===== src/rtl/bignum_pkg.sv =====
// Shared types for the multi-block magnitude comparison controller and its comparator.
package bignum_pkg;

  typedef enum logic [1:0] {
    CMP_NULL   = 2'b00,
    CMP_A_LT_B = 2'b01,
    CMP_A_GT_B = 2'b10,
    CMP_A_EQ_B = 2'b11
  } cmp_result_t;

  typedef enum logic [1:0] {
    IDLE  = 2'b00,
    ISSUE = 2'b01,
    DRAIN = 2'b10,
    DONE  = 2'b11
  } ctrl_state_t;

endpackage


===== src/rtl/running_comparator.sv =====
// Streams operand blocks LS first and keeps a running magnitude verdict; the verdict
// for the beat being presented is combinational so the final beat can be captured directly.
module running_comparator
  import bignum_pkg::*;
#(
  parameter int REGISTER_SIZE = 32,
  parameter int NUM_BLOCKS    = 128
) (
  input  logic                     clk,
  input  logic                     rst,
  input  logic                     valid_in,
  input  logic [REGISTER_SIZE-1:0] a_in,
  input  logic [REGISTER_SIZE-1:0] b_in,
  output cmp_result_t              result
);

  localparam int CNT_W = $clog2(NUM_BLOCKS) + 1;
  localparam logic [CNT_W-1:0] LAST = CNT_W'(NUM_BLOCKS - 1);

  logic [CNT_W-1:0] count;
  cmp_result_t      acc;

  // A more significant block that differs overrides everything below it.
  always_comb begin
    result = CMP_NULL;
    if (valid_in) begin
      if (a_in > b_in)       result = CMP_A_GT_B;
      else if (a_in < b_in)  result = CMP_A_LT_B;
      else if (count == '0)  result = CMP_A_EQ_B;
      else                   result = acc;
    end
  end

  always_ff @(posedge clk) begin
    if (rst) begin
      count <= '0;
      acc   <= CMP_NULL;
    end else if (valid_in) begin
      if (count == LAST) begin
        count <= '0;
        acc   <= CMP_NULL;
      end else begin
        count <= count + CNT_W'(1);
        acc   <= result;
      end
    end
  end

endmodule


===== src/rtl/bignum_compare_controller.sv =====
// Issues LS-first block reads for two operands, aligns returned data with a valid pipe
// and captures the comparator's final verdict.
//   state | meaning
//   IDLE  | waiting for start_in
//   ISSUE | one read per cycle, NUM_BLOCKS reads
//   DRAIN | reads done, waiting for last beat to leave the valid pipe
//   DONE  | one-cycle done_out pulse
module bignum_compare_controller
  import bignum_pkg::*;
#(
  parameter int REGISTER_SIZE = 32,
  parameter int NUM_BLOCKS    = 128,
  parameter int ADDR_WIDTH    = 10,
  parameter int BRAM_LATENCY  = 2
) (
  input  logic                     clk_in,
  input  logic                     rst_in,
  input  logic                     start_in,
  input  logic [ADDR_WIDTH-1:0]    base_addrA_in,
  input  logic [ADDR_WIDTH-1:0]    base_addrB_in,
  output logic                     bram_rd_en_out,
  output logic [ADDR_WIDTH-1:0]    addrA_out,
  output logic [ADDR_WIDTH-1:0]    addrB_out,
  input  logic [REGISTER_SIZE-1:0] block_numA_in,
  input  logic [REGISTER_SIZE-1:0] block_numB_in,
  output logic                     busy_out,
  output logic                     done_out,
  output logic [1:0]               result_out
);

  localparam int CNT_W = $clog2(NUM_BLOCKS) + 1;
  localparam logic [CNT_W-1:0] LAST = CNT_W'(NUM_BLOCKS - 1);

  ctrl_state_t             state, state_next;
  logic [CNT_W-1:0]        issue_cnt, beat_cnt;
  logic [ADDR_WIDTH-1:0]   base_a, base_b;
  logic [BRAM_LATENCY-1:0] vpipe;
  logic                    rd_en, beat_valid, last_beat;
  cmp_result_t             verdict, result;

  assign beat_valid = vpipe[BRAM_LATENCY-1];
  assign last_beat  = beat_valid && (beat_cnt == LAST);

  always_ff @(posedge clk_in) begin
    if (rst_in) state <= IDLE;
    else        state <= state_next;
  end

  always_comb begin
    state_next = state;
    case (state)
      IDLE:    if (start_in) state_next = ISSUE;
      ISSUE:   if (issue_cnt == LAST) state_next = DRAIN;
      DRAIN:   if (last_beat) state_next = DONE;
      DONE:    state_next = IDLE;
      default: state_next = IDLE;
    endcase
  end

  always_comb begin
    rd_en    = (state == ISSUE);
    busy_out = (state == ISSUE) || (state == DRAIN);
    done_out = (state == DONE);
  end

  // Issue counter parks on the last index so addresses hold through DRAIN/DONE.
  always_ff @(posedge clk_in) begin
    if (rst_in) begin
      issue_cnt <= '0;
      beat_cnt  <= '0;
      base_a    <= '0;
      base_b    <= '0;
      vpipe     <= '0;
      result    <= CMP_NULL;
    end else begin
      vpipe <= (vpipe << 1) | BRAM_LATENCY'(rd_en);
      if (state == IDLE && start_in) begin
        base_a    <= base_addrA_in;
        base_b    <= base_addrB_in;
        issue_cnt <= '0;
        result    <= CMP_NULL;
      end else if (state == ISSUE && issue_cnt != LAST) begin
        issue_cnt <= issue_cnt + CNT_W'(1);
      end
      if (beat_valid) beat_cnt <= last_beat ? '0 : beat_cnt + CNT_W'(1);
      if (last_beat) result <= verdict;
    end
  end

  assign bram_rd_en_out = rd_en;
  assign addrA_out      = base_a + ADDR_WIDTH'(issue_cnt);
  assign addrB_out      = base_b + ADDR_WIDTH'(issue_cnt);
  assign result_out     = result;

  running_comparator #(
    .REGISTER_SIZE (REGISTER_SIZE),
    .NUM_BLOCKS    (NUM_BLOCKS)
  ) u_cmp (
    .clk      (clk_in),
    .rst      (rst_in),
    .valid_in (beat_valid),
    .a_in     (block_numA_in),
    .b_in     (block_numB_in),
    .result   (verdict)
  );

endmodule


===== config.mk =====
export PLATFORM = sky130hd
export DESIGN_NAME = bignum_compare_controller
export DESIGN_NICKNAME = d
export VERILOG_FILES = /design/src/rtl/bignum_pkg.sv /design/src/rtl/running_comparator.sv /design/src/rtl/bignum_compare_controller.sv
export SDC_FILE = /design/constraint.sdc
export NUM_CORES = 1
export LEC_CHECK = 0
export ABC_AREA = 1
export CAP_MARGIN = 20
export CORE_ASPECT_RATIO = 0.7
export CORE_UTILIZATION = 40
export CTS_BUF_LIST = sky130_fd_sc_hd__clkbuf_4 sky130_fd_sc_hd__clkbuf_8
export DETAILED_ROUTE_END_ITERATION = 6
export GPL_ROUTABILITY_DRIVEN = 0
export GPL_TIMING_DRIVEN = 0
export PLACE_DENSITY = 0.71
export SLEW_MARGIN = 15
export SYNTH_ARGS = -nofsm -noshare
export SYNTH_HDL_FRONTEND = slang
export SYNTH_SLANG_ARGS = --single-unit

===== constraint.sdc =====
create_clock -name clk_in -period 3 [get_ports clk_in]
set_clock_uncertainty 0.1 [all_clocks]
set_input_delay 0.6 -clock clk_in [delete_from_list [all_inputs] [get_ports clk_in]]
set_output_delay 0.6 -clock clk_in [all_outputs]
set_load 0.01 [all_outputs]

* Word level (Yosys, flattened, before mapping)
Index checks and enable logic that the tools add are counted.
** Word-level totals
- Flip-flop bits (word level) :: 52
- Bits of input ports :: 87
- Word-level logic and storage cells :: 49
** Cells by class
- Add/subtract/negate cells :: 5
- Order comparisons :: 2
- Equality and inequality tests :: 10
- Muxes and demuxes :: 13
- Bitwise logic cells :: 1
- Reductions and logical operators :: 9
** Operator list (number)
- 32-bit greater-than comparator :: 1
- 32-bit less-than comparator :: 1
- 8-bit by 1-bit adder with 8-bit output, second input constant :: 3
- 8-bit by 7-bit equality test with 1-bit output, second input constant :: 3
- 10-bit by 8-bit adder with 10-bit output :: 2
- 2-bit 2-to-1 mux :: 10
- 8-bit 2-to-1 mux :: 2
- 8-bit zero test :: 1
- 8-bit by 7-bit != test with 1-bit output, second input constant :: 1
- 2-bit one-hot mux with 4 select lines :: 1
- 2-bit equality test, second input constant :: 2
- 2-bit != test, second input constant :: 2
- 1-bit logical AND :: 3
- 3-bit AND reduction :: 1
- 2-bit by 1-bit equality test with 1-bit output, second input constant :: 1
- 2-bit zero test :: 1
- 2-bit by 1-bit != test with 1-bit output, second input constant :: 1
- 2-bit by 1-bit bitwise OR with 2-bit output :: 1
- 2-bit nonzero test :: 1
- 2-bit OR reduction :: 1
- 1-bit logical OR :: 1

* Longest topological paths before layout
Gate-level depths: netlist of run 1.
- Depth after elaboration :: 6
- Gate-level depth with buffers :: 16

* Modules after synthesis
A second synthesis of run 1 with hierarchy kept.
** Second synthesis, totals
- Cells, all modules :: 569
- Area total of the unflattened synthesis :: 3938.8 sq um
** Modules (own cells, without submodules)
- bignum_compare_controller :: instances 1, cells each 359, area each 2565.0 sq um, sequential area each 840.8 sq um
- running_comparator :: instances 1, cells each 210, area each 1373.8 sq um, sequential area each 200.2 sq um

* Worst setup path before layout of run 1
OpenSTA, ideal clock, no wires.
- Path type :: register to output
- Start point :: register issue_cnt[0]
- End point :: output addrA_out[8]
- Data arrival time :: 1.772 ns
- Required time :: 2.300 ns
- Setup slack :: 0.528 ns
- Stages on the path, launching flop included :: 13
- Path through :: dfxtp_1 ha_1 inv_1 fa_1 o21ai_0 nand2_1 nand2_1 a21oi_1 nor2_1 o21ai_1 nand2_1 nand2_1 nand2_1
** Between the ends
- Cells in the longest elaborated chain, start to end :: 1
** Ends and longest elaborated chain
- start, declared :: line bignum_compare_controller.sv:35 : logic [CNT_W-1:0] issue_cnt, beat_cnt;
- start signal, assigned :: line bignum_compare_controller.sv:83 : issue_cnt <= issue_cnt + CNT_W'(1);
- 10-bit by 8-bit adder with 10-bit output :: line bignum_compare_controller.sv:91 : assign addrA_out = base_a + ADDR_WIDTH'(issue_cnt);
- end, declared :: line bignum_compare_controller.sv:22 : output logic [ADDR_WIDTH-1:0] addrA_out,
Every way passes these cells.

* Final worst setup path of run 1
- Start point :: register issue_cnt[2]
- End point :: output addrA_out[5]
Same word-level chain as after synthesis.

==> summary.txt, run 1 <==
Floorplanning
  • Die W: 117 um
  • I/O Pins: 112
  • Starting density of the core: 42.5%
  • Placeable Area: 8720 um2
  • Die area: 9660 um2
  • Number of placement rows: 28
  • Vertical die dimension: 82.5 um

Setup path
  • Startpoint of the worst-slack reg-to-reg timing path: state[0]
  • CP Max Fanout: 5
  • Flop2flop setup slack: 1.03 ns
  • Kind of end point of the critical path: output port
  • Number of cell instances on the worst register-to-register path: 7
  • Critical register-to-register path endpoint: base_b[6]
  • Worst Path Class, Setup: reg -> out
  • Crit path arrival time: 2.25 ns
  • Worst Setup Start Kind: flop
  • Data required time at the worst endpoint: 2.30 ns

Route
  • Residual DRC: 0
  • Routed length per placed instance: 12.7 um
  • Routed via count divided by cell count: 4.73
  • Metal1 wirelength: 4760 um
  • Post-route antenna net violation count: 0
  • Met3 Wirelength: 347 um
  • Drt pass-1 iters: 4
  • Uppermost layer routed: met4
  • Met2 Routed Length: 4600 um
  • Via count: 3638
  • Total length of routed wires: 9740 um
  • DR iter-0 viols: 152

Final layout
  • Leading cell types in the layout, fill and taps excluded: sky130_fd_sc_hd__clkdlybuf4s50_1 (100), sky130_fd_sc_hd__nand2_1 (91), sky130_fd_sc_hd__inv_1 (86)
  • Final Cell Area: 5170 um2
  • Antenna Diode Count: 0
  • Fillers: 809
  • Area of all sequential standard cells: 1060 um2
  • Final non-filler cell total: 769
  • Layout net count: 794
  • Commonest non-fill, non-tap cell in the layout: sky130_fd_sc_hd__clkdlybuf4s50_1
  • Multi-input gate area: 2370 um2
  • Synthesis-to-finish area growth: 39.6%
  • Utilization after layout: 59.3%
  • Share of cells above drive strength 1: 7.86%

Clock tree
  • Clock root cell: sky130_fd_sc_hd__clkbuf_8
  • Total number of clock tree sinks: 52
  • Clock buffers created by TritonCTS: 5
  • Htree depth: 2
  • Clock insertion delay at the later pin of the skew report: 0.31 ns
  • Clock Pin Slew Worst Setup and Hold Paths: 0.10 ns
  • Clock Path Buffers: 2
  • Clock tree from TritonCTS: done
  • Count of hold-fix buffers inserted at cts: 0

Timing
  • Final worst-path cycle share: 98.5%
  • Max Clock Freq: 339 MHz
  • RSZ-0062 raised after global routing: true
  • Total count of hold-check failures in the final report: 0
  • Number of max-slew violations in the final report: 0
  • Endpoints failing setup: 0
  • Worst Hold Slack: 0.299 ns
  • Tightest Pin Transition: 0.660 ns
  • Final critical-path required period: 2.95 ns
  • Relative slew slack: 55.6%

Synthesis
  • Number of storage elements in the synthesis netlist: 52
  • Compound-cell area share of the yosys netlist: 13.0%
  • Area of the mapped netlist: 3700 um2
  • Parity-gate share of the synthesized area counting xor and xnor cells: 4.96%
  • Synthesized area per cell: 7.07 um2
  • Seq/Total Area, Yosys: 28.1%
  • Distinct cells, synth: 33
  • Number of warnings printed during yosys synthesis: 0
  • Largest family of logic cells by synthesized area: simple AND/OR/NAND/NOR gates
  • Area share of fa/ha/maj cells after synthesis: 20.3%
  • Synthesized net count: 670
  • Post-synthesis cell count: 524
  • Number of enable-type register cells in the synthesized netlist: 0
  • Multiplexer share of the synthesized area: 0%
  • Simple-gate share of the synthesized area: 23.7%
  • Share of async-settable or async-resettable flops after synthesis: 0%
  • Prevailing post-synth register cell: sky130_fd_sc_hd__dfxtp_1

Power
  • Relative contribution of sequential cells to total power: 37.4%
  • Max IR drop VDD: 0.000319 V
  • Part of the total power dissipated in combinational logic: 45.1%
  • Part of the power in the clock network: 17.4%
  • Internal power summed over all cells: 1480 uW
  • Switching share of power: 37.2%
  • Leakage: 0.00244 uW
  • Pwr dens: 457 nW/um2
  • Pwr Total: 2360 uW
  • Switching power: 880 uW

Global route
  • First-pass GRT wire length: 15700 um
  • Total routing usage reported by global routing: 20.7%
  • Number of antenna violations at the first check in global routing: 0
  • Number of global-route vias before repair: 3470
  • Maximum number of pins on one net before global-route repair: 17
  • Total congestion overflow: 0

Placed design
  • Post-placement cell count: 755
  • Count of port buffers added during placement: 111
  • Post-DP Area: 4970 um2
  • Half-perimeter wire length after placement: 7990 um

Min path
  • Min-Delay Startpoint: vpipe[0]
  • Kind of path behind the tightest hold check: reg -> reg
  • Instance count along the most critical hold path: 2
  • Hold worst-path end: vpipe[1]

Job
  • Number of max-capacitance violations reported: 0

Run status
  • Status: finished, final reports clean
==> critical path: stages (launching register included) <==
cell	delay, ns
sky130_fd_sc_hd__dfxtp_2	0.37
sky130_fd_sc_hd__ha_1	0.36
sky130_fd_sc_hd__a21oi_1	0.22
sky130_fd_sc_hd__o21ai_1	0.11
sky130_fd_sc_hd__a21oi_2	0.18
sky130_fd_sc_hd__xnor2_1	0.15
sky130_fd_sc_hd__clkdlybuf4s50_1	0.56
==> flip-flops by register name, summed over array words and instances (netlist names) <==
| register | cells |
|---|---|
| base_a | 10 |
| base_b | 10 |
| beat_cnt | 8 |
| issue_cnt | 8 |
| result_out | 2 |
| state | 2 |
| u_cmp.acc | 2 |
| u_cmp.count | 8 |
| vpipe | 2 |
==> power by group through the flow <==
stage	clock network, uW	registers (uW)	logic [uW]
after floorplan	0	868	593
after CTS	417	877	1060
final	412	885	1070
after global placement	0	885	1030
after global routing	445	899	1200
after detailed placement	0	892	1060
==> worst max path at each step <==
stage          slack, ns  cells past startpoint           end         start
6_report            0.05                      6  addrA_out[5]  issue_cnt[2]
5_1_grt            -0.14                     10  addrA_out[9]  issue_cnt[3]
4_1_cts             0.01                     13  addrA_out[8]  issue_cnt[0]
3_5_place_dp       -0.29                     13  addrA_out[8]  issue_cnt[0]
3_3_place_gp       -0.23                     13  addrA_out[8]  issue_cnt[0]
2_1_floorplan       0.53                     12  addrA_out[8]  issue_cnt[0]
==> stage by stage <==
step | worst slack [ns] | TNS [ns]
after CTS | 0.0141 | 0
final | 0.0461 | 0
after floorplan | 0.528 | 0
after detailed placement | -0.295 | -0.664
after global placement | -0.233 | -0.447
after global routing | -0.142 | -0.348
==> final cells by class <==
type,instances,area share [%]
multi-input cells,375,45.8
clock inverters,3,0.363
repair buffers,117,22.0
flip-flops and latches,52,20.4
plain buffers,8,0.677
inverters,89,6.46
clock buffers,5,1.33
well taps,120,2.90
==> routing by layer <==
metal / global-route usage, % / vias up
li1: - / 1941
met1: 28.4 / 1637
met2: 35.4 / 58
met3: 3.43 / 2
met4: 2.28 / 0
met5: 0 / -
==> Yosys cell counts (all sizes together) (2+ instances only) <==
cell	number	area [um2]
a21o	2	15.0
nand4	5	37.5
dfxtp	52	1040
o21ai	39	195
clkbuf	6	22.5
nand2	93	359
xnor2	8	70.1
inv	89	334
a211oi	3	22.5
a21oi	45	225
xor2	13	114
buf	2	12.5
ha	57	713
nand3	21	115
nor2	69	269
fa	2	40.0
nor3	11	55.1
==> what timing repair did <==
| action | 4_1_cts | 5_1_grt |
|---|---|---|
| pin swaps | 2 | 5 |
| setup endpoints to repair | 12 | 8 |
| gates resized for setup | 25 | 23 |
| buffers inserted | 3 | 3 |
==> kinds of logic (layout without fill, tap and decap cells) <==
family,after synthesis,in the layout
AOI/OAI and AO/OA,92,92
DFF,52,52
adders and majority gates,59,59
buffers and inverters,97,222
xor gates and xnor gates,21,21
and+or+nand+nor,203,203
No activity file was read; power rests on OpenSTA's default activity.
==> run 2, diff against run 1 <==
--- a/config.mk
+++ b/config.mk
@@ -14,7 +14,7 @@
 export GPL_ROUTABILITY_DRIVEN = 0
 export GPL_TIMING_DRIVEN = 0
 export PLACE_DENSITY = 0.71
-export SLEW_MARGIN = 15
+export SLEW_MARGIN = 25
 export SYNTH_ARGS = -nofsm -noshare
 export SYNTH_HDL_FRONTEND = slang
 export SYNTH_SLANG_ARGS = --single-unit
==> results of run 2 <==
The final DEF is identical to that of run 1; final timing and power are the same.
==> run 3, diff against run 2 <==
--- a/config.mk
+++ b/config.mk
@@ -8,12 +8,13 @@
 export ABC_AREA = 1
 export CAP_MARGIN = 20
 export CORE_ASPECT_RATIO = 0.7
-export CORE_UTILIZATION = 40
+export CORE_UTILIZATION = 32
 export CTS_BUF_LIST = sky130_fd_sc_hd__clkbuf_4 sky130_fd_sc_hd__clkbuf_8
 export DETAILED_ROUTE_END_ITERATION = 6
 export GPL_ROUTABILITY_DRIVEN = 0
 export GPL_TIMING_DRIVEN = 0
-export PLACE_DENSITY = 0.71
+export PLACE_DENSITY = 0.59
+export SETUP_SLACK_MARGIN = 0.02
 export SLEW_MARGIN = 25
 export SYNTH_ARGS = -nofsm -noshare
 export SYNTH_HDL_FRONTEND = slang
==> summary.txt, run 3 (synthesis results as in run 1) <==
Run status
  • Status: finished, final reports clean

Floorplanning
  • Die W: 131 um (+12%)
  • Starting density of the core: 33.3% (-9.2 points)
  • Placeable Area: 11100 um2 (+28%)
  • Number of placement rows: 32 (+14%)
  • I/O Pins: 112 (unchanged)
  • Die area: 12000 um2 (+24%)
  • Vertical die dimension: 92.0 um (+12%)

Clock tree
  • Clock tree from TritonCTS: done
  • Clock root cell: sky130_fd_sc_hd__clkbuf_8
  • Clock buffers created by TritonCTS: 5 (unchanged)
  • Clock insertion delay at the later pin of the skew report: 0.31 ns (about the same)
  • Htree depth: 2 (unchanged)
  • Clock Path Buffers: 2 (unchanged)
  • Total number of clock tree sinks: 52 (unchanged)
  • Clock Pin Slew Worst Setup and Hold Paths: 0.10 ns (about the same)

Power
  • Max IR drop VDD: 0.000203 V (-36%)
  • Leakage: 0.00241 uW (-1.1%)
  • Pwr dens: 456 nW/um2 (-0.19%)

Final layout
  • Commonest non-fill, non-tap cell in the layout: sky130_fd_sc_hd__clkdlybuf4s50_1
  • Leading cell types in the layout, fill and taps excluded: sky130_fd_sc_hd__clkdlybuf4s50_1 (101), sky130_fd_sc_hd__nand2_1 (90), sky130_fd_sc_hd__inv_1 (86)
  • Synthesis-to-finish area growth: 43.0%
  • Fillers: 1119 (+38%)
  • Final Cell Area: 5300 um2 (+2.5%)
  • Biggest regs: base_a x10, base_b x10
  • Multi-input gate area: 2430 um2 (+2.5%)
  • Antenna Diode Count: 0 (unchanged)
  • Area of all sequential standard cells: 1060 um2 (+0.24%)
  • Share of cells above drive strength 1: 8.76% (+0.90 points)
  • Layout net count: 796 (+0.25%)
  • Utilization after layout: 47.6% (-12 points)

Route
  • Post-route antenna net violation count: 0 (unchanged)
  • Total length of routed wires: 9670 um (-0.66%)
  • Routed length per placed instance: 12.0 um (-5.0%)
  • Residual DRC: 0 (unchanged)
  • Routed via count divided by cell count: 4.49 (-5.1%)
  • Via count: 3610 (-0.77%)
  • Drt pass-1 iters: 4 (unchanged)
  • DR iter-0 viols: 121 (-20%)

Setup path
  • Worst Setup Start Kind: flop
  • Startpoint of the worst-slack reg-to-reg timing path: state[0]
  • Number of cell instances on the worst register-to-register path: 7 (unchanged)
  • Flop2flop setup slack: 0.91 ns (-0.12 ns)
  • Slowest stage cell on the critical path: sky130_fd_sc_hd__clkdlybuf4s50_1
  • Critical register-to-register path endpoint: base_a[5]
  • Buffers and inverters on the worst path: 2 (+1)
  • Largest delay contributor family on the critical path: buffers and inverters
  • Crit path arrival time: 2.17 ns (-0.08 ns)
  • Depth of the critical timing path with buffers and inverters included: 6 (unchanged)
  • Worst Path Class, Setup: reg -> out
  • Kind of end point of the critical path: output port
  • CP Max Fanout: 3 (-2)
  • Largest stage delay on the critical path: 0.56 ns (about the same)
  • Cell breakdown of the critical path: ha_4 > inv_2 > fa_2 > o21ai_2 > xor2_1 > clkdlybuf4s50_1
  • Data required time at the worst endpoint: 2.30 ns (about the same)

Job
  • Number of max-capacitance violations reported: 0 (unchanged)

Timing
  • Final critical-path required period: 2.87 ns (-0.0883 ns)
  • Relative slew slack: 56.5% (+0.93 points)
  • Number of max-slew violations in the final report: 0 (unchanged)
  • Worst Hold Slack: 0.310 ns (+0.0115 ns)
  • Endpoints failing setup: 0 (unchanged)
  • Max Clock Freq: 349 MHz (+3.1%)
  • Final worst-path cycle share: 95.5% (-2.9 points)
  • Total count of hold-check failures in the final report: 0 (unchanged)
  • RSZ-0062 raised after global routing: true
  • Tightest Pin Transition: 0.646 ns (-0.0138 ns)

Global route
  • First-pass GRT wire length: 15800 um (+0.52%)
  • Number of global-route vias before repair: 3368 (-2.9%)
  • Total routing usage reported by global routing: 16.7% (-4.0 points)
  • Number of antenna violations at the first check in global routing: 0 (unchanged)
  • Total congestion overflow: 0 (unchanged)
  • Maximum number of pins on one net before global-route repair: 16 (-1)

Placed design
  • Half-perimeter wire length after placement: 7880 um (-1.4%)
  • Count of port buffers added during placement: 111 (unchanged)
  • Post-DP Area: 5010 um2 (+0.83%)

Min path
  • Min-Delay Startpoint: vpipe[0]
  • Kind of path behind the tightest hold check: reg -> reg
  • Instance count along the most critical hold path: 2 (unchanged)
  • Hold worst-path end: vpipe[1]
-- run 3: cell count changes in the layout (fill, tap and decap cells not counted), moves of 2 or more --
cell,change
sky130_fd_sc_hd__buf_4,+2
sky130_fd_sc_hd__clkinv_2,-2
sky130_fd_sc_hd__dlymetal6s2s_1,-2
sky130_fd_sc_hd__ha_1,-4
sky130_fd_sc_hd__ha_4,+5
-- run 3: worst min-delay path, cell delays in order (launching register included) --
cell and delay, ns:
sky130_fd_sc_hd__dfxtp_1 0.31, sky130_fd_sc_hd__inv_1 0.04, sky130_fd_sc_hd__nor2_1 0.03
-- run 3: per-stage QoR --
| stage | setup slack, ns | cells | TNS [ns] | power, uW |
|---|---|---|---|---|
| 5_1_grt | 0.00394 | 804 | 0 | 2610 |
| 3_5_place_dp | -0.213 | 788 | -0.595 | 1950 |
| 6_report | 0.134 | 804 | 0 | 2420 |
| 2_1_floorplan | 0.528 | 524 | 0 | 1460 |
| 4_1_cts | 0.0248 | 798 | 0 | 2400 |
| 3_3_place_gp | -0.207 | 788 | -0.495 | 1930 |
-- run 3: worst max path at each step --
stage	from	to	slack (ns)
6_report	issue_cnt[0]	addrB_out[4]	0.13
3_3_place_gp	issue_cnt[0]	addrA_out[8]	-0.21
4_1_cts	issue_cnt[0]	addrA_out[8]	0.02
3_5_place_dp	issue_cnt[0]	addrA_out[8]	-0.21
5_1_grt	issue_cnt[1]	addrB_out[8]	0.004
2_1_floorplan	issue_cnt[0]	addrA_out[8]	0.53
-- run 3: routing by layer --
layer / GRT usage (%) / wire (um) / vias to the layer above
li1: - / - / 1944
met1: 25.1 / 5090 / 1599
met2: 24.6 / 4060 / 63
met3: 2.74 / 475 / 4
met4: 3.54 / 49 / 0
met5: 0 / 0 / -
-- run 3: cell type report --
class,count,share of cell area [%]
Multi-Input combinational cell,375,45.8
Timing Repair Buffer,119,21.8
Inverter,89,6.30
Buffer,8,0.661
Tap cell,153,3.61
Clock inverter,1,0.142
Clock buffer,7,1.70
Sequential cell,52,20.0
-- run 3: where the power goes --
part           total, uW  internal (uW)  switching, uW
combinational       1090            546            548
clock                435            197            238
sequential           888            801           87.2
-- run 3: what timing repair did --
action | CTS | global route
resized for setup | 35 | 17
endpoints found under the setup margin | 12 | 7
pin swaps | 1 | 11
hold buffers | 0 | 0
setup buffers | 2 | 6
